--- src/rtl/rbz_spi_regs_pkg.sv ---
// Shared definitions for the SPI-loaded double-buffered register bank:
// default geometry, FSM state encodings and the header bit layout.
package rbz_spi_regs_pkg;

  localparam int DEF_NUM_REGS = 6;
  localparam int DEF_REG_W    = 16;
  localparam int DEF_ADDR_W   = 3;

  typedef enum logic [1:0] {
    ST_IDLE = 2'd0,
    ST_HDR  = 2'd1,
    ST_DATA = 2'd2
  } spi_state_e;

  // Header is the WE bit followed by the address, MSB first.
  function automatic int hdr_bits(input int addr_w);
    return addr_w + 1;
  endfunction

  // After the whole header is shifted in, WE sits just above the address field.
  function automatic int hdr_we_pos(input int addr_w);
    return addr_w;
  endfunction

endpackage

--- src/rtl/rbz_spi_regs_sync_edge.sv ---
// Brings the asynchronous SPI pins into the clk domain through 2-FF
// synchronisers and derives sclk edge pulses and the ss_n falling-edge pulse
// from a third stage. mosi is delayed by the same two stages so it stays
// aligned with the synchronised sclk rise.
module rbz_spi_regs_sync_edge (
  input  logic clk,
  input  logic reset_n,
  input  logic sclk_i,
  input  logic mosi_i,
  input  logic ss_n_i,
  output logic sclk_rise_o,
  output logic sclk_fall_o,
  output logic mosi_o,
  output logic ss_n_o,
  output logic ss_n_fall_o
);

  logic [2:0] sclk_q;
  logic [1:0] mosi_q;
  logic [2:0] ss_n_q;

  // Synchroniser and edge-detect shift chains; ss_n resets to its idle level.
  always_ff @(posedge clk or negedge reset_n) begin
    if (!reset_n) begin
      sclk_q <= '0;
      mosi_q <= '0;
      ss_n_q <= '1;
    end else begin
      sclk_q <= {sclk_q[1:0], sclk_i};
      mosi_q <= {mosi_q[0], mosi_i};
      ss_n_q <= {ss_n_q[1:0], ss_n_i};
    end
  end

  assign sclk_rise_o = sclk_q[1] & ~sclk_q[2];
  assign sclk_fall_o = ~sclk_q[1] & sclk_q[2];
  assign mosi_o      = mosi_q[1];
  assign ss_n_o      = ss_n_q[1];
  assign ss_n_fall_o = ~ss_n_q[1] & ss_n_q[2];

endmodule

--- src/rtl/rbz_spi_regs.sv ---
// SPI-loaded, double-buffered register bank. Host bursts land in a shadow
// bank; dirty shadow registers move to the live bank only on load_if_ready
// while no frame is in progress, so consumers never see a torn update.
// Optional readback: define RBZ_SPI_MISO_EN to shift live[addr] out on o_miso.
//
// state   | meaning
// ST_IDLE | no frame; commits allowed here only
// ST_HDR  | shifting in WE + address
// ST_DATA | shifting in REG_W-bit words, address auto-increments
module rbz_spi_regs
  import rbz_spi_regs_pkg::*;
#(
  parameter int NUM_REGS = DEF_NUM_REGS,
  parameter int REG_W    = DEF_REG_W,
  parameter int ADDR_W   = DEF_ADDR_W,
  parameter logic [NUM_REGS*REG_W-1:0] RESET_VAL = '0
) (
  input  logic                      clk,
  input  logic                      reset_n,
  input  logic                      i_sclk,
  input  logic                      i_mosi,
  input  logic                      i_ss_n,
  input  logic                      load_if_ready,
  output logic [NUM_REGS*REG_W-1:0] o_regs,
  output logic                      o_pending,
  output logic                      o_loaded,
  output logic                      o_miso
);

  localparam int HDR_BITS = hdr_bits(ADDR_W);
  localparam int WE_POS   = hdr_we_pos(ADDR_W);
  localparam int CNT_MAX  = (REG_W > HDR_BITS) ? REG_W : HDR_BITS;
  localparam int CNT_W    = $clog2(CNT_MAX + 1);

  logic sclk_rise, sclk_fall, mosi_s, ss_n_s, ss_n_fall;

  rbz_spi_regs_sync_edge u_sync (
    .clk         (clk),
    .reset_n     (reset_n),
    .sclk_i      (i_sclk),
    .mosi_i      (i_mosi),
    .ss_n_i      (i_ss_n),
    .sclk_rise_o (sclk_rise),
    .sclk_fall_o (sclk_fall),
    .mosi_o      (mosi_s),
    .ss_n_o      (ss_n_s),
    .ss_n_fall_o (ss_n_fall)
  );

  spi_state_e                      state_q, state_d;
  logic [CNT_W-1:0]                cnt_q, cnt_d;
  logic [REG_W-2:0]                shift_q, shift_d;
  logic [ADDR_W-1:0]               addr_q, addr_d;
  logic                            we_q, we_d;
  logic [NUM_REGS-1:0][REG_W-1:0]  shadow_q, shadow_d;
  logic [NUM_REGS-1:0][REG_W-1:0]  live_q, live_d;
  logic [NUM_REGS-1:0]             dirty_q, dirty_d;
  logic                            loaded_q, loaded_d;

  logic [REG_W-1:0] shift_nxt;
  logic             hdr_done, word_done;

  // Only REG_W-1 bits are stored; the bit arriving now completes the word.
  assign shift_nxt = {shift_q, mosi_s};
  assign hdr_done  = (state_q == ST_HDR) && !ss_n_s && sclk_rise &&
                     (cnt_q == CNT_W'(HDR_BITS - 1));
  assign word_done = (state_q == ST_DATA) && !ss_n_s && sclk_rise &&
                     (cnt_q == CNT_W'(REG_W - 1));

  // Next-state logic: frame parsing, shadow writes and the commit to live.
  always_comb begin
    state_d  = state_q;
    cnt_d    = cnt_q;
    shift_d  = shift_q;
    addr_d   = addr_q;
    we_d     = we_q;
    shadow_d = shadow_q;
    live_d   = live_q;
    dirty_d  = dirty_q;
    loaded_d = 1'b0;

    if (ss_n_s) begin
      // Deselect aborts any partial header/word; only IDLE may commit.
      state_d = ST_IDLE;
      cnt_d   = '0;
      if ((state_q == ST_IDLE) && load_if_ready && (|dirty_q)) begin
        for (int k = 0; k < NUM_REGS; k++) begin
          if (dirty_q[k]) live_d[k] = shadow_q[k];
        end
        dirty_d  = '0;
        loaded_d = 1'b1;
      end
    end else begin
      unique case (state_q)
        ST_IDLE: begin
          if (ss_n_fall) state_d = ST_HDR;
        end
        ST_HDR: begin
          if (sclk_rise) begin
            shift_d = shift_nxt[REG_W-2:0];
            if (hdr_done) begin
              we_d    = shift_nxt[WE_POS];
              addr_d  = shift_nxt[ADDR_W-1:0];
              cnt_d   = '0;
              state_d = ST_DATA;
            end else begin
              cnt_d = cnt_q + CNT_W'(1);
            end
          end
        end
        ST_DATA: begin
          if (sclk_rise) begin
            shift_d = shift_nxt[REG_W-2:0];
            if (word_done) begin
              cnt_d = '0;
              if (we_q) begin
                for (int k = 0; k < NUM_REGS; k++) begin
                  if (addr_q == ADDR_W'(k)) begin
                    shadow_d[k] = shift_nxt;
                    dirty_d[k]  = 1'b1;
                  end
                end
              end
              addr_d = addr_q + ADDR_W'(1);
            end else begin
              cnt_d = cnt_q + CNT_W'(1);
            end
          end
        end
        default: state_d = ST_IDLE;
      endcase
    end
  end

  // State and datapath registers.
  always_ff @(posedge clk or negedge reset_n) begin
    if (!reset_n) begin
      state_q  <= ST_IDLE;
      cnt_q    <= '0;
      shift_q  <= '0;
      addr_q   <= '0;
      we_q     <= 1'b0;
      shadow_q <= RESET_VAL;
      live_q   <= RESET_VAL;
      dirty_q  <= '0;
      loaded_q <= 1'b0;
    end else begin
      state_q  <= state_d;
      cnt_q    <= cnt_d;
      shift_q  <= shift_d;
      addr_q   <= addr_d;
      we_q     <= we_d;
      shadow_q <= shadow_d;
      live_q   <= live_d;
      dirty_q  <= dirty_d;
      loaded_q <= loaded_d;
    end
  end

  assign o_regs    = live_q;
  assign o_pending = |dirty_q;
  assign o_loaded  = loaded_q;

`ifdef RBZ_SPI_MISO_EN
  logic [REG_W-1:0] rd_sh_q, rd_sh_d;
  logic [REG_W-1:0] rd_word;
  logic             miso_q, miso_d;

  // Readback: load live[next addr] at each header/word boundary, shift on sclk fall.
  always_comb begin
    rd_word = '0;
    for (int k = 0; k < NUM_REGS; k++) begin
      if (addr_d == ADDR_W'(k)) rd_word = live_q[k];
    end
    rd_sh_d = rd_sh_q;
    miso_d  = miso_q;
    if (state_d != ST_DATA) begin
      rd_sh_d = '0;
      miso_d  = 1'b0;
    end else if (hdr_done || word_done) begin
      rd_sh_d = rd_word;
    end else if (sclk_fall) begin
      miso_d  = rd_sh_q[REG_W-1];
      rd_sh_d = {rd_sh_q[REG_W-2:0], 1'b0};
    end
  end

  // Readback shifter registers.
  always_ff @(posedge clk or negedge reset_n) begin
    if (!reset_n) begin
      rd_sh_q <= '0;
      miso_q  <= 1'b0;
    end else begin
      rd_sh_q <= rd_sh_d;
      miso_q  <= miso_d;
    end
  end

  assign o_miso = miso_q;
`else
  logic unused_sclk_fall;
  assign unused_sclk_fall = sclk_fall;
  assign o_miso           = 1'b0;
`endif

endmodule

--- config.mk ---
export PLATFORM = sky130hd
export DESIGN_NAME = rbz_spi_regs
export DESIGN_NICKNAME = d
export VERILOG_FILES = /design/src/rtl/rbz_spi_regs_pkg.sv /design/src/rtl/rbz_spi_regs_sync_edge.sv /design/src/rtl/rbz_spi_regs.sv
export SDC_FILE = /design/constraint.sdc
export NUM_CORES = 1
export LEC_CHECK = 0
export ABC_AREA = 1
export BUFFER_PORTS_ARGS = -buffer_cell sky130_fd_sc_hd__buf_2
export CORE_ASPECT_RATIO = 0.7
export CORE_UTILIZATION = 55
export CTS_CLUSTER_DIAMETER = 200
export DETAILED_ROUTE_END_ITERATION = 7
export PLACE_DENSITY = 0.77
export SLEW_MARGIN = 40
export SYNTH_ARGS = -nofsm -noshare
export SYNTH_HDL_FRONTEND = slang
export SYNTH_SLANG_ARGS = --single-unit
export TNS_END_PERCENT = 100
--- constraint.sdc ---
create_clock -name clk -period 3.65 [get_ports clk]
set_input_delay 0.5475 -clock clk [delete_from_list [all_inputs] [get_ports clk]]
set_output_delay 0.5475 -clock clk [all_outputs]
set_load 0.01 [all_outputs]
### Yosys cells after proc, flatten, opt, wreduce, memory -nomap -nowiden

Index checks and enable logic that the tools add are counted.
Widths: inputs -> output; s select.

| word-level totals | value |
|---|---|
| input bits | 6 |
| output and inout bits | 99 |
| bits in read-only memories | 0 |
| flip-flop bits (word level) | 233 |
| memory bits (writable) | 0 |
| word-level logic and storage cells | 130 |
| bits in latches | 0 |
| memories kept | 0 |

| cells by class | value |
|---|---|
| mux-type cells | 30 |
| div/mod/pow operators | 0 |
| $lt $le $gt $ge | 0 |
| $mul | 0 |
| eq/ne operators | 19 |
| add/subtract/negate cells | 2 |
| shift operators | 0 |
| reductions and logical operators | 48 |
| bitwise gates (word level) | 4 |

Operators by type and width:

| kind | number |
|---|---|
| $reduce_and 6->1 | 13 |
| $mux 6 | 6 |
| $mux 5 | 5 |
| $reduce_and 3->1 | 8 |
| $reduce_bool 2->1 | 11 |
| $mux 3 | 4 |
| $ne 3x2->1 const B | 4 |
| $ne 2x2->1 const B | 5 |
| $pmux 5 s2 | 1 |
| $logic_and 1x1->1 | 8 |
| $mux 1 | 8 |
| $mux 2 | 4 |
| $reduce_and 4->1 | 2 |
| $eq 3x2->1 const B | 2 |
| $eq 3x3->1 const B | 2 |
| $pmux 2 s3 | 1 |
| $pmux 3 s2 | 1 |
| $reduce_or 6->1 | 1 |
| $add 5x1->5 const B | 1 |
| $eq 5x2->1 const B | 1 |
| $eq 5x4->1 const B | 1 |
| $add 3x1->3 const B | 1 |
| $eq 3x1->1 const B | 1 |
| $logic_not 3->1 | 1 |
| 9 further kinds | 11 |

### Logic depth before layout (Yosys ltp)

| logic depth | value |
|---|---|
| depth after elaboration | 8 |
| mapped depth | 11 |
| depth with buffers taken out | 11 |

### Hierarchy

A second synthesis with hierarchy kept.

| unflattened totals | value |
|---|---|
| cells, all modules | 944 |
| area, all modules | 9207.6 µm² |

By module, submodules not included:

| module | times used | seq. area each (µm²) | area each (µm²) | cells each |
|---|---|---|---|---|
| rbz_spi_regs | 1 | 5630.4 | 8981.1 | 930 |
| rbz_spi_regs_sync_edge | 1 | 203.9 | 226.5 | 14 |

### Worst setup path before layout

No wires, ideal clock.

| timing path | value |
|---|---|
| path type | flip-flop to flip-flop |
| start | reg cnt_q[0] |
| end | reg shadow_q[84] (netlist bit) |
| cell stages (with the launch flop) | 11 |
| period minus slack after synthesis | 1759 ps |
| setup slack | 1891 ps |
| arrival time | 1636 ps |
| path buffers | 1 |
| setup time | 123 ps |
| data required time | 3527 ps |
| cell sequence | dfrtp_1 -> ha_1 -> nand2_1 -> nor2_1 -> ha_1 -> nand3_4 -> nor2_8 -> nand3_4 -> clkbuf_8 -> nand2_1 -> o21ai_2 |

| between the ends | value |
|---|---|
| longest elaborated chain between the ends | 3 |

Ends and longest elaborated chain:

| item | line | RTL |
|---|---|---|
| from (decl) | rbz_spi_regs.sv:51 | `logic [CNT_W-1:0] cnt_q, cnt_d;` |
| from (signal assigned) | rbz_spi_regs.sv:149 | `cnt_q <= cnt_d;` |
| $eq 5x4->1 | rbz_spi_regs.sv:68 | `(cnt_q == CNT_W'(REG_W - 1));` |
| $logic_and 1x1->1 | rbz_spi_regs.sv:67 | `assign word_done = (state_q == ST_DATA) && !ss_n_s && sclk_rise &&` |
| $reduce_and 6->1 (no line) | -- |  |
| to (signal assigned) | rbz_spi_regs.sv:153 | `shadow_q <= shadow_d;` |
| to (decl) | rbz_spi_regs.sv:55 | `logic [NUM_REGS-1:0][REG_W-1:0] shadow_q, shadow_d;` |

No other way between the ends.
A chain may end at the register's enable or synchronous reset.

### Worst setup path after layout

| timing path | value |
|---|---|
| start | reg cnt_q[0] |
| end | reg shadow_q[6] (netlist bit) |

Same word-level chain as after synthesis.

==> flow_results.org <==
** Status
- The final reports fail on negative hold slack.
- Result of the run :: complete, but fails checks

** Timing
- Setup slack on the critical path of the routed design comes to 1500 ps.
- Timing would allow up to 0.464 GHz.
- Number of slew-limit violations in the final report :: 0
- Final hold violations :: 14
- Setup repair after global routing left no endpoint under its margin.
- The worst pin sits at a relative slew slack of 52.8%.
- Part of the cycle the worst path needs :: 59.0%
- Summed over all failing endpoints, the final setup total negative slack is 0 ps.
- Setup-violating endpoint count in the final report :: 0
- For the final database, setup skew stands at 11.2 ps.
- Pin slew with the least headroom to its limit :: 707 ps
- Final hold analysis gives a worst-case slack of -17.9 ps.
- The smallest clock period supported by the final layout is computed as 2150 ps.

** Finish
- Fraction of final layout cells with drive strength greater than 1 :: 17.4%
- Post-layout net count :: 1043
- The number of antenna diodes in the final layout is 0.
- Leaving out fill and tap cells, the most frequent cells in the layout are 440 x nand2_1, 230 x dfrtp_1, 102 x buf_2, 60 x o21ai_1, 45 x o21ai_0.
- Excluding fillers, the count of instances in the completed layout stands at 1261.
- Fill cells in the final layout number 1312.
- After routing the design area is 10400 um2.
- Most common cell after layout, fill and taps aside :: nand2_1
- From synthesis to final layout, the design area changed by 15.1%.

** Placement
- Detailed placement finished with a half-perimeter wire length of 12800 um.
- Last weighted congestion value of the routability-driven placer :: 0.800
- Once placement completed, the tool counted placed cells totaling 1223.
- Summing all placed instances gives a cell area of 9670 um2.
- OpenSTA, run right after detailed placement, puts the worst setup slack at 1530 ps.
- Buffers added on ports :: 103

** Critical path
- At the worst endpoint, the required time is 4010 ps.
- By startpoint and endpoint, the worst setup path is classified as flip-flop to flip-flop.
- Traced cell by cell, the critical path runs through ha_1, nand2_1, nor2_1, ha_1, nand3_4, nor2_8, nand3_4, nand2_1, o21ai_1.
- STA classifies the critical path endpoint as a flip-flop.
- CP Max Fanout :: 33
- The largest individual stage delay along the critical path comes from the cell dfrtp_1.
- STA classifies the critical path startpoint as a flip-flop.
- Maximum cell stage delay along the critical path :: 390 ps
- Signal arrival time at the worst endpoint :: 2520 ps

** Job
- The tool flagged a number of max-cap violations equal to 0.

** Route
- DRC violations left :: 0
- Remaining antenna violation count after routing :: 0
- DRC marker count from the first detailed-route iteration :: 624
- Via-per-instance ratio :: 5.20
- After detailed routing, the average wire length per cell comes to 16.3 um.
- After detailed routing, the total wire length is 20500 um.
- For this run, the detailed router's first-pass iteration total came to 8.
- Detailed routing inserted a total of 6553 vias.

** Logic synthesis
- Post-synthesis sequential area ratio :: 64.4%
- Synthesis produced a netlist whose cell count is 927.
- Synth Register Bits :: 233
- Post-synth EDFFs :: 0
- Post-synth net total :: 943
- Yosys cell types :: 25
- Post-synthesis cell type with the largest combined area :: dfrtp_1
- Leading cell types by total area after synthesis :: dfrtp_1 63%, nand2_1 18%, o21ai_1 3.3%, o21ai_0 2.5%, o21ai_2 2.0%
- After synthesis the cells add up to 9060 um2.
- In the synthesized netlist the dominant register cell turns out to be dfrtp_1.
- Average cell area after synthesis :: 9.78 um2
- Yosys printed 0 warnings.
- Proportion of netlist area held by the largest area contributor :: 63.5%
- For this run, asynchronously set or reset flops after synthesis account for 100%.

** GRT
- Number of global-route vias before repair :: 6265
- Across every metal layer, demand over resource in global routing totals 25.4%.
- Wire length of the first global-routing pass :: 32900 um
- Pin count of the biggest net entering global routing :: 67
- Leftover overflow at the end of global routing :: 0
- The initial antenna violation count was 0.

** Power
- The analysis attributes to cell leakage a power of 5.59 nW.
- For this design the ratio of total power to cell area is 554 nW/um2.
- Peak supply drop :: 0.344 mV

** Clocking
- Post-CTS setup buffer count :: 0
- The clock drives 233 sinks.
- # resized after CTS :: 0
- The clock reaches the later pin of the worst-skew pair after 500 ps.
- Hold-fix buffers, CTS :: 0
- CTS H-tree depth :: 1
- After clock tree synthesis, the clock-pin slew on the worst setup and hold paths is 60 ps.
- Number of buffers added by the clock tree synthesis step :: 22
- CTS Buffer Depth :: 3
- TritonCTS built the clock tree.
- The tree is rooted in a clkbuf_16.

** Die
- Measured along the x axis, the die boundary spans 155 um.
- Num ports :: 105
- In this run the vertical extent of the chip is 109 um.
- After floorplanning, the core was divided into 38 placement rows.
- Area of the die :: 17000 um2
- In this run the standard cell core region covers 15800 um2.
- Starting Density :: 57.4%

** Hold path
- Type of the tightest min-delay check :: primary input to async pin
[where the power goes]
group	total, mW	switching (mW)	leakage [nW]	internal (mW)
registers	2.74	0.0687	3.22	2.67
logic	0.641	0.486	2.00	0.155
clock network	2.40	0.931	0.369	1.47
total	5.78	1.49	5.59	4.29
[layout make-up]
cell class,instances,area (um2),share of cell area (%)
clock inverters,4,97.6,0.935
well taps,220,275,2.64
clock buffers,34,667,6.39
flip-flops and latches,233,5830,55.9
repair buffers,110,611,5.85
inverters,41,154,1.47
multi-input cells,619,2800,26.8
[worst max-delay path: cells and delay by family, from the launching register on]
| kind | cells | cell delay (ps) |
|---|---|---|
| and+or+nand+nor | 6 | 1130 |
| adders and majority gates | 2 | 400 |
| DFF | 1 | 390 |
| AOI/OAI and AO/OA | 1 | 90 |
[Yosys cell counts (2+ instances only)]
library cell and number:
nand3_1 6, o21ai_1 60, buf_2 7, a21oi_1 3
inv_1 39, nand3_4 6, o21ai_0 45, nand4_1 6
nor2_1 16, buf_4 9, dfstp_2 3, clkbuf_8 2
clkbuf_1 3, nand2_1 440, buf_6 13, o21ai_2 21
inv_2 2, dfrtp_1 230, ha_1 10
[worst paths after layout]
path	slack [ps]	to	from	cells past startpoint
setup / recovery	1500	shadow_q[6]$_DFFE_PN0P_	cnt_q[0]$_DFFE_PN0P_	9
max in group asynchronous	2540	o_regs[11]$_DFFE_PN0P_	reset_n	3
setup reg to reg	1500	shadow_q[6]$_DFFE_PN0P_	cnt_q[0]$_DFFE_PN0P_	9
hold / removal	-20	o_regs[68]$_DFFE_PN0P_	reset_n	1
min in group clk	150	u_sync.ss_n_q[0]$_DFF_PN1_	i_ss_n	1
hold reg to reg	350	u_sync.ss_n_q[1]$_DFF_PN1_	u_sync.ss_n_q[0]$_DFF_PN1_	0
[metal layers]
layer	track usage, %	wire length [um]	vias to the layer above
met5	0	0	-
met4	5.04	279	0
met3	4.30	1410	26
met2	38.7	9100	236
met1	38.7	9710	3176
li1	-	-	3115
[state kept, by name, summed over array words and instances (netlist names), 2 cells and up]
| signal | count |
|---|---|
| dirty_q | 6 |
| addr_q | 3 |
| u_sync.sclk_q | 3 |
| shift_q | 15 |
| cnt_q | 5 |
| o_regs | 96 |
| state_q | 2 |
| shadow_q | 96 |
| u_sync.mosi_q | 2 |
| u_sync.ss_n_q | 3 |
[cells by family (layout without fill, tap and decap cells)]
logic type | count (synthesis) | in the layout | share of synthesized area [%]
buffers and inverters | 75 | 189 | 4.87
adders and majority gates | 10 | 10 | 1.38
and+or+nand+nor | 478 | 478 | 21.3
AOI/OAI and AO/OA | 130 | 130 | 8.07
other | 1 | 1 | 0.0414
DFF | 233 | 233 | 64.4
[through the flow]
stage	util, %	total power [mW]
6_report	66.1	5.78
5_1_grt	66.1	6.00
4_1_cts	66.1	5.81
3_5_place_dp	61.3	3.42
3_3_place_gp	61.0	3.39
2_1_floorplan	-	3.16
No activity file was read; power rests on OpenSTA's default activity.
